--- config.mk ---
export PLATFORM = sky130hd
export DESIGN_NAME = fifo_n
export DESIGN_NICKNAME = d
export VERILOG_FILES = /design/src/rtl/fifo_pkg.sv /design/src/rtl/fifo_ptr.sv /design/src/rtl/fifo_n.sv
export SDC_FILE = /design/constraint.sdc
export NUM_CORES = 1
export LEC_CHECK = 0
export CORE_UTILIZATION = 30
export DETAILED_ROUTE_END_ITERATION = 8
export GPL_TIMING_DRIVEN = 0
export PLACE_DENSITY_LB_ADDON = 0.15
export SLEW_MARGIN = 20
export SYNTH_ARGS = -nofsm -noshare
export SYNTH_HDL_FRONTEND = slang
export SYNTH_SLANG_ARGS = --single-unit
--- constraint.sdc ---
create_clock -name clk -period 4.8 [get_ports clk]
set_clock_uncertainty 0.1 [all_clocks]
set_input_delay 0.96 -clock clk [delete_from_list [all_inputs] [get_ports clk]]
set_output_delay 0.96 -clock clk [all_outputs]
set_load 0.005 [all_outputs]
--- src/rtl/fifo_pkg.sv ---
// Shared definitions for the fifo_n buffer and its pointer counters.
// Error-flag bit positions let a sequencer pack overflow/underflow into a status word.
package fifo_pkg;

  localparam int ERR_OVF = 0;
  localparam int ERR_UNF = 1;
  localparam int ERR_W   = 2;

  function automatic int clog2(input int n);
    int r;
    r = 0;
    while ((1 << r) < n) r++;
    return r;
  endfunction

endpackage

--- src/rtl/fifo_ptr.sv ---
// Wrapping pointer 0..DEPTH-1 for the fifo_n circular buffer.
// Wrap is an explicit compare, so DEPTH need not be a power of two.
module fifo_ptr
  import fifo_pkg::*;
#(
  parameter int DEPTH = 8
) (
  input  logic                    clk,
  input  logic                    reset,
  input  logic                    clr,
  input  logic                    inc,
  output logic [clog2(DEPTH)-1:0] ptr
);

  localparam int PW = clog2(DEPTH);

  logic [PW-1:0] nxt;

  assign nxt = (ptr == PW'(DEPTH - 1)) ? '0 : ptr + PW'(1);

  always_ff @(posedge clk) begin
    if (reset || clr)
      ptr <= '0;
    else if (inc)
      ptr <= nxt;
  end

endmodule

--- src/rtl/fifo_n.sv ---
// Parametrised synchronous FIFO: pop-before-push, clear overrides push.
// All outputs are registered; P holds the popped value or the current head.
module fifo_n
  import fifo_pkg::*;
#(
  parameter int WIDTH = 8,
  parameter int DEPTH = 8
) (
  input  logic                      clk,
  input  logic                      reset,
  input  logic                      pop,
  input  logic                      push,
  input  logic                      clear,
  input  logic [WIDTH-1:0]          I,
  output logic [WIDTH-1:0]          P,
  output logic                      empty,
  output logic                      full,
  output logic [clog2(DEPTH+1)-1:0] count,
  output logic                      overflow,
  output logic                      underflow
);

  localparam int PW = clog2(DEPTH);
  localparam int CW = clog2(DEPTH + 1);

  logic [WIDTH-1:0] mem [DEPTH];
  logic [PW-1:0]    rd;
  logic [PW-1:0]    wr;
  logic             pop_ok;
  logic             push_ok;
  logic [CW-1:0]    cnt_a;
  logic [CW-1:0]    cnt_n;
  logic [WIDTH-1:0] p_n;

  fifo_ptr #(.DEPTH(DEPTH)) u_rd (
    .clk   (clk),
    .reset (reset),
    .clr   (clear),
    .inc   (pop_ok),
    .ptr   (rd)
  );

  fifo_ptr #(.DEPTH(DEPTH)) u_wr (
    .clk   (clk),
    .reset (reset),
    .clr   (clear),
    .inc   (push_ok),
    .ptr   (wr)
  );

  always_comb begin
    pop_ok  = pop && (count != '0);
    cnt_a   = count - CW'(pop_ok);
    push_ok = push && !clear && (cnt_a < CW'(DEPTH));
    cnt_n   = clear ? '0 : cnt_a + CW'(push_ok);
    p_n     = '0;
    // any pop request owns P this edge; a failed pop shows 0
    if (pop)
      p_n = pop_ok ? mem[rd] : '0;
    else if (cnt_n != '0)
      p_n = (count == '0) ? I : mem[rd];
  end

  always_ff @(posedge clk) begin
    if (reset) begin
      for (int k = 0; k < DEPTH; k++)
        mem[k] <= '0;
      P         <= '0;
      count     <= '0;
      empty     <= 1'b1;
      full      <= 1'b0;
      overflow  <= 1'b0;
      underflow <= 1'b0;
    end else begin
      if (push_ok)
        mem[wr] <= I;
      P         <= p_n;
      count     <= cnt_n;
      empty     <= (cnt_n == '0);
      full      <= (cnt_n == CW'(DEPTH));
      overflow  <= push && !clear && !push_ok;
      underflow <= pop && (count == '0);
    end
  end

endmodule

Word-level counts from Yosys, hierarchy flattened
Memory sizes are Yosys's and may differ from the RTL's. A register that Yosys moved wholly into a read port is not among the register bits.
Cells that the tools add are included.
Widths: inputs -> output; s select.
{"block": "classes", "order_cmp": 1, "add_sub_neg": 4, "n_eq_ne": 3, "mux": 17, "n_reduce_logical": 13}
{"operator": "$mux 8", "count": 5}
{"operator": "$mux 3", "count": 5}
{"operator": "$logic_not 4->1", "count": 2}
{"operator": "$reduce_bool 4->1", "count": 2}
{"operator": "$reduce_or 8->1", "count": 1}
{"operator": "$add 3x1->3 const B", "count": 2}
{"operator": "$eq 3x3->1 const B", "count": 2}
{"operator": "$mux 1", "count": 6}
{"operator": "$logic_and 1x1->1", "count": 5}
{"operator": "$add 4x1->4", "count": 1}
{"operator": "$eq 4x4->1 const B", "count": 1}
{"operator": "$lt 4x4->1 const B", "count": 1}
{"operator": "$mux 4", "count": 1}
{"operator": "$sub 4x1->4", "count": 1}
{"operator": "$logic_not 1->1", "count": 2}
{"operator": "$logic_or 1x1->1", "count": 1}
{"block": "word_totals", "ff_bits": 22, "mem_count": 1, "in_bits": 13, "out_inout_bits": 16, "ram_bits": 64}
{"memory": "mem", "words": 8, "width": 8, "read_ports": 1, "rd_clocked_by_memory_dff": 1, "wr": 8, "line": "fifo_n.sv:26", "text": "logic [WIDTH-1:0] mem [DEPTH];"}

Depth between registers and ports, before layout
{"block": "depth", "depth_word": 10, "ltp_mapped": 15, "ltp_nobuf": 15}

By module
Synthesis repeated with hierarchy kept, for this count alone.
{"block": "hier_totals", "hier_cells": 270, "hier_area_um2": 3907.5}
{"module": "fifo_n", "area_each_um2": 3622.2, "cells_each": 246, "n_inst": 1, "seq_area_each_um2": 2242.2}
{"module": "fifo_ptr", "area_each_um2": 142.6, "cells_each": 12, "n_inst": 2, "seq_area_each_um2": 60.1}

Least setup slack after synthesis
No wires, ideal clock.
{"block": "synth_path", "path_type": "register -> register", "start": "register count[2]", "end": "register P[4]", "path_stages_with_launch": 16, "slack_ns": 1.038, "arrival_time_ns": 3.545, "path_buffers": 0, "path_cell_list": "dfxtp_1 or4_1 nand2_1 inv_1 ha_1 nor3b_2 xnor2_1 nand2_1 nor2_1 ha_1 ha_1 xnor3_1 nor3b_1 o21bai_1 o2bb2ai_2 a22o_1"}
{"block": "synth_via", "elab_chain_cells": 10, "word_cells_on_any_way": 13}
{"element": "start, declared", "line": "fifo_n.sv:18", "text": "output logic [clog2(DEPTH+1)-1:0] count,"}
{"element": "start signal, assigned", "line": "fifo_n.sv:78", "text": "count <= cnt_n;"}
{"element": "$reduce_bool 4->1", "line": "fifo_n.sv:52", "text": "pop_ok = pop && (count != '0);"}
{"element": "$logic_and 1x1->1", "line": "fifo_n.sv:52"}
{"element": "$sub 4x1->4 *", "line": "fifo_n.sv:53", "text": "cnt_a = count - CW'(pop_ok);"}
{"element": "$lt 4x4->1 *", "line": "fifo_n.sv:54", "text": "push_ok = push && !clear && (cnt_a < CW'(DEPTH));"}
{"element": "$logic_and 1x1->1 *", "line": "fifo_n.sv:54"}
{"element": "net push_ok", "line": "fifo_n.sv:30", "text": "logic push_ok;"}
{"element": "$add 4x1->4 *", "line": "fifo_n.sv:55", "text": "cnt_n = clear ? '0 : cnt_a + CW'(push_ok);"}
{"element": "$mux 4 *", "line": "fifo_n.sv:55"}
{"element": "$reduce_bool 4->1 *", "line": "fifo_n.sv:60", "text": "else if (cnt_n != '0)"}
{"element": "$mux 8 *", "line": "fifo_n.sv:60"}
{"element": "$mux 8 *", "line": "fifo_n.sv:58", "text": "if (pop)"}
{"element": "end signal, assigned", "line": "fifo_n.sv:77", "text": "P <= p_n;"}
{"element": "end, declared", "line": "fifo_n.sv:15", "text": "output logic [WIDTH-1:0] P,"}
Mark *: on every way through the listed nets, which the timed path passes. The rest lies on a longest branch.
A chain may end at the register's enable or synchronous reset.

Worst setup path in the final report
{"block": "layout_path", "start": "input port pop", "end": "register P[7]"}
{"block": "layout_via", "elab_chain_cells": 9, "word_cells_on_any_way": 10}
{"element": "start, declared", "line": "fifo_n.sv:11", "text": "input logic pop,"}
{"element": "$logic_and 1x1->1", "line": "fifo_n.sv:52"}
{"element": "$sub 4x1->4", "line": "fifo_n.sv:53"}
{"element": "$lt 4x4->1", "line": "fifo_n.sv:54"}
{"element": "$logic_and 1x1->1", "line": "fifo_n.sv:54"}
{"element": "net push_ok", "line": "fifo_n.sv:30"}
{"element": "$add 4x1->4", "line": "fifo_n.sv:55"}
{"element": "$mux 4", "line": "fifo_n.sv:55"}
{"element": "$reduce_bool 4->1", "line": "fifo_n.sv:60"}
{"element": "$mux 8", "line": "fifo_n.sv:60"}
{"element": "$mux 8", "line": "fifo_n.sv:58"}
The timed path passes the listed nets, and every way through them passes these cells.

==> summary.md <==
The number of detailed-route iterations in the first pass is 4. The source of the worst register-to-register timing path is count[2]. The buffer and inverter count on the worst path works out to 2. In the layout the commonest cells are and2_1, edfxtp_1, clkdlybuf4s50_1. The critical path data required time is 4970 ps, and the average cell area after synthesis is 14.62 µm².

The worst setup path is captured at a flop. The launch point of the worst hold path was u_rd.ptr[2]. The worst setup path is launched from a primary input. TritonCTS built the clock tree.

Including well taps, the total number of placed cells is 470. The tools report the final design utilization as 0.3739. The first global-routing pass estimated 13170 µm of wire. The detail route stage leaves a number of antenna-violating nets equal to 0.

Setup repair after global routing left no endpoint under its margin. The reg-to-reg critical path endpoint was P[7]. Final worst hold slack: 383.9 ps. The synthesized netlist cell count was 270.

At the end of routability-driven placement, the weighted congestion stood at 0.6883. The detailed router finished its first iteration with 79 violations. The logs give 0 for the count of final hold-check violations and 34 for the number of unique standard cell types used by synthesis. Maximum fanout encountered on the critical timing path: 8. The largest total area in the synthesized netlist belongs to edfxtp_1.

The synthesis warning total was 0; the number of antenna violations at the first check in global routing was 0. Detailed routing inserted a total of 2208 vias. The die is 116.7 µm wide.

For this run, design rule violations remaining after detail routing come to 0. The logs give 0 for the remaining global-route overflow and 9 for the total CTS buffers. Setup violations remaining at the end of the flow were counted as 0. Summed over all nets, the half-perimeter wirelength after detailed placement is 5676 µm. The average wire length per cell after detail routing is 17.36 µm, and the clock period minus final worst setup slack is 4473 ps. In this design, the critical path's most frequently occurring cell is ha_1.

For the worst setup slack after layout, the log shows 327.2 ps. Library cell contributing the largest single delay on the critical path: a2111oi_4. Worst-skew pair later-pin latency: 330 ps. Based on the critical path, the design can be clocked at up to 223.6 MHz.

The core region area was 0.01272 mm²; the fraction of final layout cells sized beyond drive strength 1 was 0.1975. After synthesis, the cell types taking the most area are edfxtp_1, dfxtp_1, and2_1. Relative to the synthesized area, the layout overhead comes to 20.51%. The path class of the tightest hold or removal check is reg2reg.

The path with the worst hold slack has its endpoint at u_rd.ptr[2]. For the pin with the worst max-slew slack, the measured transition is 988.0 ps. The pin count of the biggest net entering global routing came out at 16.

Portion of synthesized cell area occupied by the leading cell type: 0.4868. In this run the clock root is driven by a clkbuf_16. At the placement stage, the worst setup path has a slack of -190.4 ps. The floorplan step defined a die boundary enclosing 0.01362 mm². The run gives 1.737 nW as the leakage power.

Traced cell by cell, the critical path runs through clkdlybuf4s50_1, nand2_1, inv_1, ha_1, nor3b_2, xnor2_1, nand2_1, nor2_1, ha_1, ha_1, xnor3_1, nor3b_2, a2111oi_4, a22o_1. The overall power consumption was 0.001722 W; the total power divided by cell area was 361.9 mW/mm². After synthesis the cells add up to 0.003948 mm². Counting every sink on the clock net gives 89. The run finished with clean final reports. After detailed routing, the number of vias per cell comes to 4.543.

The setup check on the worst reg-to-reg path leaves a slack of 440 ps. Maximum clock path buffer count: 2. The final cycle utilization of the critical path is 0.9318, and the total of hold buffers inserted after clock tree synthesis is 0. Final number of max-transition violations: 0.

The total inserted antenna cells came out at 0. After clock tree synthesis, the clock-pin slew on the worst setup and hold paths is 60 ps. Most common library cell in the layout ignoring fill and taps: and2_1.

The via count of the first global-routing pass was 2315; the boundary pin count was 29. The category of the most critical setup path was in2reg. The synthesized design contains 89 register bits. Synthesis produced a netlist with a net count of 291. The worst reg2reg path depth works out to 14.

The cell depth of the worst min-delay path works out to 2. Max-cap violations in this run came to 0. At the end of the flow, the number of nets in the layout was 330.

The count of input and output buffers came out at 28. The top cell family by delay on the critical path was simple AND/OR/NAND/NOR gates. Data arrives at the worst endpoint at 4650 ps. The relative slew slack is 0.3362, and the number of H-tree levels is 3. The worst IR drop on VDD was 0.0001909 V; the total global-route track usage was 0.1385.

The row count is 41, and the delay of the slowest cell on the worst path is 620 ps. From bottom edge to top edge, the die measures 116.7 µm. The starting density of the core came out at 0.3103.

The portion of the post-synthesis area used by sequential elements came out at 0.6136. Excluding fillers, the count of instances in the completed layout stands at 486. The final layout contains routed wiring with a total length of 8438 µm.
## timing repair
| action | CTS | global route |
|---|---|---|
| setup endpoints to repair | 0 | 8 |
| resized for setup | 0 | 1 |
| buffers inserted | 0 | 0 |
| endpoints found under the hold margin | 0 | 0 |
## tightest hold or removal path, delay by kind of cell, from the launching register on
family | cells | cell delay [ps]
flip-flops | 1 | 310
AND/OR/NAND/NOR | 1 | 50
AO/OA/AOI/OAI | 1 | 70
## per-stage QoR
stage,cell area [µm²],TNS [ps]
floorplan,3948,0
global placement,4443,-1150
detailed placement,4448,-1210
CTS,4742,0
global route,4757,0
finish,4757,0
## Yosys cell counts
cell type and instances:
mux4_2 16, xnor3_2 1, mux2_2 8, o2bb2ai_2 1
o21bai_1 1, a2111oi_4 1, nor3b_2 1, nor4b_2 2
nand2_1 11, ha_1 8, buf_1 1, buf_2 2
edfxtp_1 64, o221a_2 1, nor2b_1 2, a22o_1 8
xnor2_1 1, or4_1 1, or2_2 9, clkbuf_1 5
xnor3_1 1, nor4_2 1, nand4_1 1, and3_1 1
or3_1 1, nor3_1 3, xor2_1 1, and2_1 67
nor2_1 8, a21oi_1 5, inv_1 5, nor3b_1 5
nand3_1 2, dfxtp_1 25
## layout make-up
| class | instances | area (µm²) |
|---|---|---|
| Fill cell | 1265 | 7965 |
| Sequential cell | 89 | 2422 |
| Multi-Input combinational cell | 168 | 1494 |
| Timing Repair Buffer | 28 | 280.3 |
| Clock buffer | 10 | 229.0 |
| Tap cell | 172 | 215.2 |
| Clock inverter | 6 | 65.06 |
| Buffer | 8 | 32.53 |
| Inverter | 5 | 18.77 |
## cells by family after synthesis
| group | after synthesis | synth area share |
|---|---|---|
| compound gates | 17 | 0.03962 |
| xor+xnor | 4 | 0.01616 |
| fa+ha+maj | 8 | 0.02536 |
| buf+inv | 13 | 0.01300 |
| flops | 89 | 0.6136 |
| mux | 24 | 0.1141 |
| simple gates | 115 | 0.1781 |
## registers in the layout, indices dropped and copies added (netlist names), named ones only
register / count
P: 8
count: 4
empty: 1
full: 1
mem: 64
overflow: 1
u_rd.ptr: 3
u_wr.ptr: 3
underflow: 1
## how the worst max path moves through the flow
stage	start	end	slack, ps	cells after the start
5_1_grt	pop	P[7]	10	14
3_5_place_dp	pop	P[4]	-190	15
6_report	pop	P[7]	330	14
4_1_cts	pop	P[4]	170	15
3_3_place_gp	pop	P[7]	-180	15
2_1_floorplan	count[2]	P[4]	1040	15
## layer usage
layer	global-route usage	routed length [µm]
met1	0.1676	3837
met2	0.2418	4225
met3	0.03321	258
met4	0.04557	116
met5	0	0
## where the power goes
part | internal (W) | switching [W]
registers | 0.000855 | 0.0000113
clock network | 0.000405 | 0.000295
logic | 0.0000748 | 0.0000807
No activity file was read; power rests on OpenSTA's default activity.
